$ cat src/rtl/booth_mult_pkg.sv
// rtl/booth_mult_pkg.sv - shared constants, enums and Booth digit decode for booth_mult
// Purpose: the operand width, the step count, the FSM state enum and the radix-4 Booth
//          digit decode used by booth_mult and booth_step.
// Ports:   none (package).
package booth_mult_pkg;

    localparam int WIDTH   = 32;
    localparam int N_STEPS = 16;

    typedef enum logic [1:0] {
        IDLE = 2'd0,
        RUN  = 2'd1,
        DONE = 2'd2
    } state_e;

    typedef enum logic [2:0] {
        ZERO = 3'd0,
        PA   = 3'd1,
        P2A  = 3'd2,
        MA   = 3'd3,
        M2A  = 3'd4
    } sel_e;

    // Radix-4 Booth recoding of {b[i+1], b[i], b[i-1]}.
    function automatic sel_e booth_sel(input logic [2:0] bits);
        case (bits)
            3'b001, 3'b010: booth_sel = PA;
            3'b011:         booth_sel = P2A;
            3'b100:         booth_sel = M2A;
            3'b101, 3'b110: booth_sel = MA;
            default:        booth_sel = ZERO;
        endcase
    endfunction

endpackage

$ cat src/rtl/booth_step.sv
// rtl/booth_step.sv - one combinational radix-4 Booth step (add, then arithmetic shift by 2)
// Purpose: adds the Booth-selected multiple of A to the 34-bit upper field of the product
//          register and returns the whole register shifted arithmetically right by 2.
// Ports:   booth_bits_i - product register bits [2:0] (current Booth digit)
//          upper_i      - product register bits [66:33]
//          lower_i      - product register bits [32:2] (the part that survives the shift)
//          a_i          - signed multiplicand
//          next_o       - next 67-bit product register value
module booth_step
    import booth_mult_pkg::*;
(
    input  logic [2:0]        booth_bits_i,
    input  logic [33:0]       upper_i,
    input  logic [30:0]       lower_i,
    input  logic [WIDTH-1:0]  a_i,
    output logic [66:0]       next_o
);

    logic [33:0] a_ext;
    logic [33:0] a2_ext;
    logic [33:0] addend;
    logic [33:0] sum;
    sel_e        sel;

    // 34 bits give headroom for +/-2A, including 2 * 0x80000000.
    assign a_ext  = {{2{a_i[WIDTH-1]}}, a_i};
    assign a2_ext = {a_i[WIDTH-1], a_i, 1'b0};
    assign sel    = booth_sel(booth_bits_i);

    always_comb begin
        addend = '0;
        case (sel)
            PA:      addend = a_ext;
            P2A:     addend = a2_ext;
            MA:      addend = ~a_ext + 34'd1;
            M2A:     addend = ~a2_ext + 34'd1;
            default: addend = '0;
        endcase
    end

    assign sum    = upper_i + addend;
    assign next_o = {sum[33], sum[33], sum, lower_i};

endmodule

$ cat src/rtl/booth_mult.sv
// rtl/booth_mult.sv - 32x32 signed radix-4 Booth multiplier, 16 iterations
// Purpose: multi-cycle signed multiplier returning the low 32 bits of the product.
//          Optional macro BOOTH_MULT_OVF_EN builds signed 32-bit overflow detection;
//          without it data_exception is tied to 0.
// Ports:   clk            - rising-edge clock
//          reset          - synchronous active-high reset
//          ctrl_MULT      - one-cycle start pulse (restarts any operation in flight)
//          data_operandA  - signed multiplicand, sampled on start
//          data_operandB  - signed multiplier, sampled on start
//          data_result    - low 32 bits of the product, valid from DONE until next start
//          data_exception - signed overflow flag, valid alongside data_result
//          data_resultRDY - one-cycle result-valid pulse
//          busy           - high while iterating
module booth_mult
    import booth_mult_pkg::*;
(
    input  logic              clk,
    input  logic              reset,
    input  logic              ctrl_MULT,
    input  logic [WIDTH-1:0]  data_operandA,
    input  logic [WIDTH-1:0]  data_operandB,
    output logic [WIDTH-1:0]  data_result,
    output logic              data_exception,
    output logic              data_resultRDY,
    output logic              busy
);

    state_e            state_q, state_d;
    logic [3:0]        count_q, count_d;
    logic [66:0]       prod_q, prod_d;
    logic [WIDTH-1:0]  a_q, a_d;
    logic [WIDTH-1:0]  result_q, result_d;
    logic              rdy_q, rdy_d;
    logic              busy_q, busy_d;
    logic [66:0]       step_next;

    booth_step u_step (
        .booth_bits_i (prod_q[2:0]),
        .upper_i      (prod_q[66:33]),
        .lower_i      (prod_q[32:2]),
        .a_i          (a_q),
        .next_o       (step_next)
    );

`ifdef BOOTH_MULT_OVF_EN
    logic exc_q, exc_d;
    logic ovf;
    // After the last step the 64-bit product sits in [64:1]; it fits in 32 signed
    // bits only when [64:32] are all copies of the sign.
    assign ovf = ~((&step_next[64:32]) | ~(|step_next[64:32]));
    assign data_exception = exc_q;
`else
    assign data_exception = 1'b0;
`endif

    always_comb begin
        state_d  = state_q;
        count_d  = count_q;
        prod_d   = prod_q;
        a_d      = a_q;
        result_d = result_q;
`ifdef BOOTH_MULT_OVF_EN
        exc_d    = exc_q;
`endif
        if (ctrl_MULT) begin
            a_d     = data_operandA;
            prod_d  = {34'b0, data_operandB, 1'b0};
            count_d = 4'd0;
            state_d = RUN;
        end else begin
            case (state_q)
                RUN: begin
                    prod_d  = step_next;
                    count_d = count_q + 4'd1;
                    if (count_q == 4'(N_STEPS - 1)) begin
                        state_d  = DONE;
                        result_d = step_next[32:1];
`ifdef BOOTH_MULT_OVF_EN
                        exc_d    = ovf;
`endif
                    end
                end
                DONE:    state_d = IDLE;
                default: state_d = state_q;
            endcase
        end
        // Outputs are registered copies of the next state's decode.
        rdy_d  = (state_d == DONE);
        busy_d = (state_d == RUN);
    end

    always_ff @(posedge clk) begin
        if (reset) begin
            state_q  <= IDLE;
            count_q  <= '0;
            prod_q   <= '0;
            a_q      <= '0;
            result_q <= '0;
            rdy_q    <= 1'b0;
            busy_q   <= 1'b0;
`ifdef BOOTH_MULT_OVF_EN
            exc_q    <= 1'b0;
`endif
        end else begin
            state_q  <= state_d;
            count_q  <= count_d;
            prod_q   <= prod_d;
            a_q      <= a_d;
            result_q <= result_d;
            rdy_q    <= rdy_d;
            busy_q   <= busy_d;
`ifdef BOOTH_MULT_OVF_EN
            exc_q    <= exc_d;
`endif
        end
    end

    assign data_result    = result_q;
    assign data_resultRDY = rdy_q;
    assign busy           = busy_q;

endmodule

$ cat config.mk
export PLATFORM = sky130hd
export DESIGN_NAME = booth_mult
export DESIGN_NICKNAME = d
export VERILOG_FILES = /design/src/rtl/booth_mult_pkg.sv /design/src/rtl/booth_step.sv /design/src/rtl/booth_mult.sv
export SDC_FILE = /design/constraint.sdc
export NUM_CORES = 1
export LEC_CHECK = 0
export ABC_AREA = 1
export CORE_UTILIZATION = 40
export CTS_CLUSTER_DIAMETER = 120
export DETAILED_ROUTE_END_ITERATION = 7
export SLEW_MARGIN = 20
export SYNTH_ARGS = -nofsm -noshare
export SYNTH_HDL_FRONTEND = slang
export SYNTH_HIERARCHICAL = 1
export SYNTH_SLANG_ARGS = --single-unit
$ cat constraint.sdc
create_clock -name clk -period 7.4 [get_ports clk]
set_clock_uncertainty 0.05 [all_clocks]
set_input_delay 1.48 -clock clk [delete_from_list [all_inputs] [get_ports clk]]
set_output_delay 1.48 -clock clk [all_outputs]
set_load 0.005 [all_outputs]
==> results of run 1 <==
-- path summary, 6_finish.rpt --
path	to	slack (ns)	depth (start not counted)
worst max-delay path	prod_q[66]$_SDFFE_PP0P_	2.93	22
worst min-delay path	prod_q[43]$_SDFFE_PP0P_	0.42	2
worst max register to register	prod_q[66]$_SDFFE_PP0P_	2.93	22
worst min register to register	prod_q[43]$_SDFFE_PP0P_	0.42	2
-- sequential cells by signal, indices dropped and copies added (netlist names) --
| name | count |
|---|---|
| a_q | 32 |
| busy | 1 |
| count_q | 4 |
| data_result | 32 |
| data_resultRDY | 1 |
| prod_q | 67 |
| state_q | 2 |
-- layout by cell type, fill, tap and decap left out, drive strengths merged --
cell type        n
nand2          453
o21a             2
clkbuf          18
o21ai           93
o22ai           13
buf              6
and2             4
xnor2            3
o2111ai          4
a31oi            1
clkinv           5
a221oi           1
bufinv           3
nand4           28
xor2            30
nor3            13
nor2           250
inv            174
fa               1
nand3          117
a22oi            1
o21bai           2
conb             1
or2              1
o31ai            1
ha              36
nand3b          12
a21boi           1
o211ai           4
dfxtp          139
o221ai           1
a21o             3
a21oi           73
clkdlybuf4s50   99
-- where the power goes --
part,internal [mW],total (mW),switching (mW),leakage (nW)
registers,0.775,0.801,0.0259,1.14
logic,0.118,0.323,0.205,3.62
clock network,0.548,0.927,0.379,0.304
-- worst register-to-register path, cell delays in order (launching register included) --
cell	delay, ns
dfxtp_1	0.32
nand2_1	0.10
inv_1	0.05
nor2_1	0.11
inv_1	0.07
nor2_1	0.77
inv_1	0.63
o22ai_1	0.34
nand3b_1	0.23
ha_1	0.33
nand2_1	0.17
inv_1	0.05
nand2_1	0.06
nand2_1	0.08
nand2_1	0.08
nand2_1	0.08
a21oi_1	0.19
nand3_1	0.15
inv_1	0.07
nand3_1	0.06
nand2_1	0.16
nand2_1	0.07
a21oi_1	0.18
-- stage by stage --
step                      cells  hold WS [ns]
after floorplan            1546         0.392
after global placement     1875         0.404
after detailed placement   1875         0.410
after CTS                  1906         0.420
after global routing       1906         0.434
final                      1906         0.417
-- metal layers --
layer,track usage,routed length [um]
met3,0.0336,1400
met1,0.326,13600
met2,0.363,12000
met4,0.0756,542
met5,0,0
-- logic make-up (layout without fill, tap and decap cells) --
logic type               count (synthesis)  in the layout  synth area share
AO/OA/AOI/OAI                          200            200             0.113
buffers and inverters                  258            305             0.122
XOR/XNOR                                33             33            0.0305
flip-flops                             139            139             0.293
other                                    1              1          0.000396
adder cells (fa/ha/maj)                 37             37            0.0496
AND/OR/NAND/NOR                        878            878             0.390
-- final cells by class --
type	instances	area, um2
clock buffers	18	439
clock inverters	13	180
fillers	2449	11900
inverters	169	637
multi-input cells	1149	5540
flip-flops and latches	139	2780
well taps	313	392
repair buffers	105	1030
==> results.cfg, run 1 <==
[global_routing]
grt_max_degree = 99
grt.overflow.total = 0
grt_pass1_vias = 8873
grt.total_usage = 0.232
grt_pass1_wl_mm = 44.7
antenna_found_initial = 0

[worst_setup_path]
crit_start = prod_q[0]$_SDFFE_PP0P_
crit_arrival_ns = 4.77
path_class = flop to flop
worst_setup_path_end_kind = flop
cp-start-kind = flop
crit_top_cell = nand2_1
crit_family = simple AND/OR/NAND/NOR gates
crit_slowest_cell = nor2_1
cpPeakStageDelay_ns = 0.77
required_ns = 7.70
cp_max_fo = 21
rr_startpoint = prod_q[0]$_SDFFE_PP0P_
worst-path-buf-inv = 5
path_cells = nand2_1 > inv_1 > nor2_1 > inv_1 > nor2_1 > inv_1 > o22ai_1 > nand3b_1 > ha_1 > nand2_1 > inv_1 > nand2_1 > nand2_1 > nand2_1 > nand2_1 > a21oi_1 > nand3_1 > inv_1 > nand3_1 > nand2_1 > nand2_1 > a21oi_1

[logic_synthesis]
synth.most_common_cell = nand2_1
async_flop_share = 0
ys_seq_elements = 139
synth_edf_count = 0
ys_types = 43
syn-cell-area_um2 = 9480
synth-seq-area-share = 0.293
synth_cells = 1546
yosysTopAreaCell = dfxtp_1
syn_avg_cell_area_um2 = 6.13
synth_nets = 1650
yosys-top-cells-count = 447 x nand2_1, 235 x nor2_1, 150 x inv_1, 139 x dfxtp_1, 116 x nand3_1
yosys_warnings = 6
ys.flop_type = dfxtp_1
synth_top_area_share = 0.293
synthTopCellsByArea = dfxtp_1 29%, nand2_1 18%, nor2_1 9.3%, nand3_1 6.1%, inv_1 5.9%

[layout]
antenna-diode-count = 0
drive_gt1_frac = 0.0508
post-route-util = 0.480
syn2layout_area_growth_pct = 16.1
num-nets-final = 1685
post-route-cell-area_um2 = 11000

[sta]
slew_headroom = 0.318
finalSetupViolations = 0
grt_setup_unrepaired = false
period_share = 0.604
worst_slew_pin_slew_ns = 1.02
period_needed_ns = 4.47
finalWorstSetupSlack_ns = 2.93
slew_violations = 0
finalSetupTns_ns = 0
final-hold-violation-count = 0
clock.fmax_mhz = 224

[clocking]
cts_root_buffer = clkbuf_16
clk_pin_slew_ns = 0.06
cts.sinks = 139
cts_made_buffers = 17
clk_latency_ns = 0.43
clockBufferDepth = 2
post_cts_buffers = 0
cts_resized = 0
cts_tree = yes
cts_htree_levels = 4
ctsHoldBuffers = 0

[detailed_routing]
post_drt_via_cell_ratio = 5.08
vias = 9689
drt-wirelength-per-cell_um = 14.5
route.detailed.drc = 0
drtPass1Iterations = 6
detail-route-antenna-nets = 0
routed_wl_mm = 27.6
initialDrtViolationCount = 744

[floorplanning]
fp-row-count = 55
die_h_um = 156
ioPinCount = 102
coreArea_um2 = 22900
die_w_um = 156
initial_core_util = 0.414
dieArea_um2 = 24300

[placement]
hpwl_mm = 19.8
place_ws_ns = 3.08
port-buffer-count = 100
place_congestion = 0.920
placed_cell_area_um2 = 10400

[status]
status = completed

[power_and_ir_drop]
finalPower_mw = 2.05
power_density_nw_per_um2 = 186
p_leak_nw = 5.06
ir_drop_v = 0.000128

[hold_path]
min_from = prod_q[43]$_SDFFE_PP0P_
hold_class = flop to flop

[run]
cap_violations = 0
Power figures use the tool's default switching activity.
==> run 2, diff against run 1 <==
Clock period 7.4 ns to 4.65 ns, I/O delays scaled along.
==> run 2 against run 1 <==
  * Global-route usage rose by 0.17 points
  * Utilization barely moved
  * Register-to-register slack lost 2.0 ns
  * Highest routed layer unchanged
  * Largest power group unchanged
  * Critical endpoint is now prod_q[61]$_SDFFE_PP0P_
==> results.cfg, run 2 (same netlist as run 1, synthesis figures left out) <==
[clocking]
clockBufferDepth = 2
cts_tree = yes
ctsHoldBuffers = 0
clk_pin_slew_ns = 0.07
post_cts_buffers = 0
clk_latency_ns = 0.43
cts_root_buffer = clkbuf_16
cts.sinks = 139
cts_made_buffers = 17
cts_resized = 0
cts_htree_levels = 4

[power_and_ir_drop]
finalPower_mw = 3.17
intPower_mw = 2.18
power_density_nw_per_um2 = 288
seqPwrFrac = 0.402
p_switching_mw = 0.990
ir_drop_v = 0.000225
clkPwrFrac = 0.434
comb_power_share = 0.165
switching_share = 0.312
p_leak_nw = 5.06

[global_routing]
grt_max_degree = 69
grt.total_usage = 0.234
grt.overflow.total = 0
grt_pass1_vias = 8703
antenna_found_initial = 0
grt_pass1_wl_mm = 45.0

[layout]
seq_area_um2 = 2780
final_common_cell = nand2_1
antenna-diode-count = 0
syn2layout_area_growth_pct = 16.1
multi_input_area_um2 = 5540
fin_cells = 1913
post-route-cell-area_um2 = 11000
largest-register = prod_q
largest_reg_flops = 67
mostFrequentLayoutCells = 447 x nand2_1, 234 x nor2_1, 150 x inv_1
num-nets-final = 1691
drive_gt1_frac = 0.0544
fill_cells = 2443

[worst_setup_path]
path_class = flop to flop
cp_max_fo = 19
worst_setup_path_end_kind = flop
crit_arrival_ns = 4.05
required_ns = 4.96
cp-start-kind = flop

[sta]
period_needed_ns = 3.74
finalSetupTns_ns = 0
worst_slew_pin_slew_ns = 0.821
clock.fmax_mhz = 267
grt_setup_unrepaired = false
period_share = 0.804
final-hold-violation-count = 0
slew_headroom = 0.451
finalSetupViolations = 0
slew_violations = 0
hold_ws_ns = 0.419

[placement]
dp_cells = 1881
placed_cell_area_um2 = 10400
port-buffer-count = 100
hpwl_mm = 20.6
place_congestion = 0.967

[status]
status = completed

[detailed_routing]
drt-wirelength-per-cell_um = 14.5
post_drt_via_cell_ratio = 5.07
initialDrtViolationCount = 667
vias = 9693
detail-route-antenna-nets = 0
routed_wl_mm = 27.8
drtPass1Iterations = 5
route.detailed.drc = 0

[floorplanning]
die_h_um = 156
die_w_um = 156
initial_core_util = 0.414
coreArea_um2 = 22900
fp-row-count = 55
dieArea_um2 = 24300
ioPinCount = 102

[hold_path]
hold_class = flop to flop

[run]
cap_violations = 0
==> run 2: cell types whose count changed in the layout (fill, tap and decap cells not counted) <==
cell,change
buf_4,+6
clkinv_4,-3
clkinvlp_4,+3
inv_8,+3
bufinv_16,-2
clkbuf_1,+1
clkbuf_8,-1
==> run 2: path summary, 6_finish.rpt <==
kind | startpoint | endpoint | slack (ns) | cells past startpoint
worst max-delay path | prod_q[1]$_SDFFE_PP0P_ | prod_q[61]$_SDFFE_PP0P_ | 0.91 | 20
worst min-delay path | prod_q[42]$_SDFFE_PP0P_ | prod_q[42]$_SDFFE_PP0P_ | 0.42 | 2
worst max register to register | prod_q[1]$_SDFFE_PP0P_ | prod_q[61]$_SDFFE_PP0P_ | 0.91 | 20
worst min register to register | prod_q[42]$_SDFFE_PP0P_ | prod_q[42]$_SDFFE_PP0P_ | 0.42 | 2
==> run 2: layer usage <==
layer,track usage,vias up,share of wire
met3,0.0336,31,0.055
met2,0.366,284,0.44
met5,0,-,0
met4,0.0616,0,0.013
li1,-,4986,-
met1,0.334,4392,0.49
==> run 2: stage by stage <==
stage | utilization | setup slack [ns]
CTS | 0.480 | 1.00
finish | 0.480 | 0.911
global route | 0.480 | 0.619
global placement | 0.455 | 1.06
floorplan | - | 1.68
detailed placement | 0.455 | 1.01
==> run 2: worst max-delay path, cell delays in order (launching register included) <==
cell,delay [ns]
dfxtp_1,0.33
nand2_1,0.09
inv_1,0.05
nor2_1,0.11
nand2_1,0.15
inv_1,0.51
buf_4,0.30
nand2_1,0.06
o21ai_0,0.07
a21oi_1,0.05
o21ai_0,0.08
ha_1,0.33
nand2_1,0.20
inv_1,0.06
a21boi_0,0.45
o211ai_1,0.23
nand2_1,0.19
nand3_1,0.09
nand2_1,0.07
nand2_1,0.05
a21oi_1,0.16
==> run 2: area by class of cell <==
class / count / area share
Clock buffer: 18 / 0.0390
Sequential cell: 139 / 0.253
Multi-Input combinational cell: 1149 / 0.503
Clock inverter: 14 / 0.0136
Tap cell: 313 / 0.0356
Timing Repair Buffer: 111 / 0.0980
Inverter: 169 / 0.0578
==> run 2: power groups by stage <==
stage	combinational, mW	sequential [mW]	clock, mW
detailed placement	0.515	1.30	0
global route	0.584	1.28	1.45
finish	0.523	1.27	1.38
CTS	0.518	1.27	1.41
floorplan	0.381	1.29	0
global placement	0.516	1.30	0
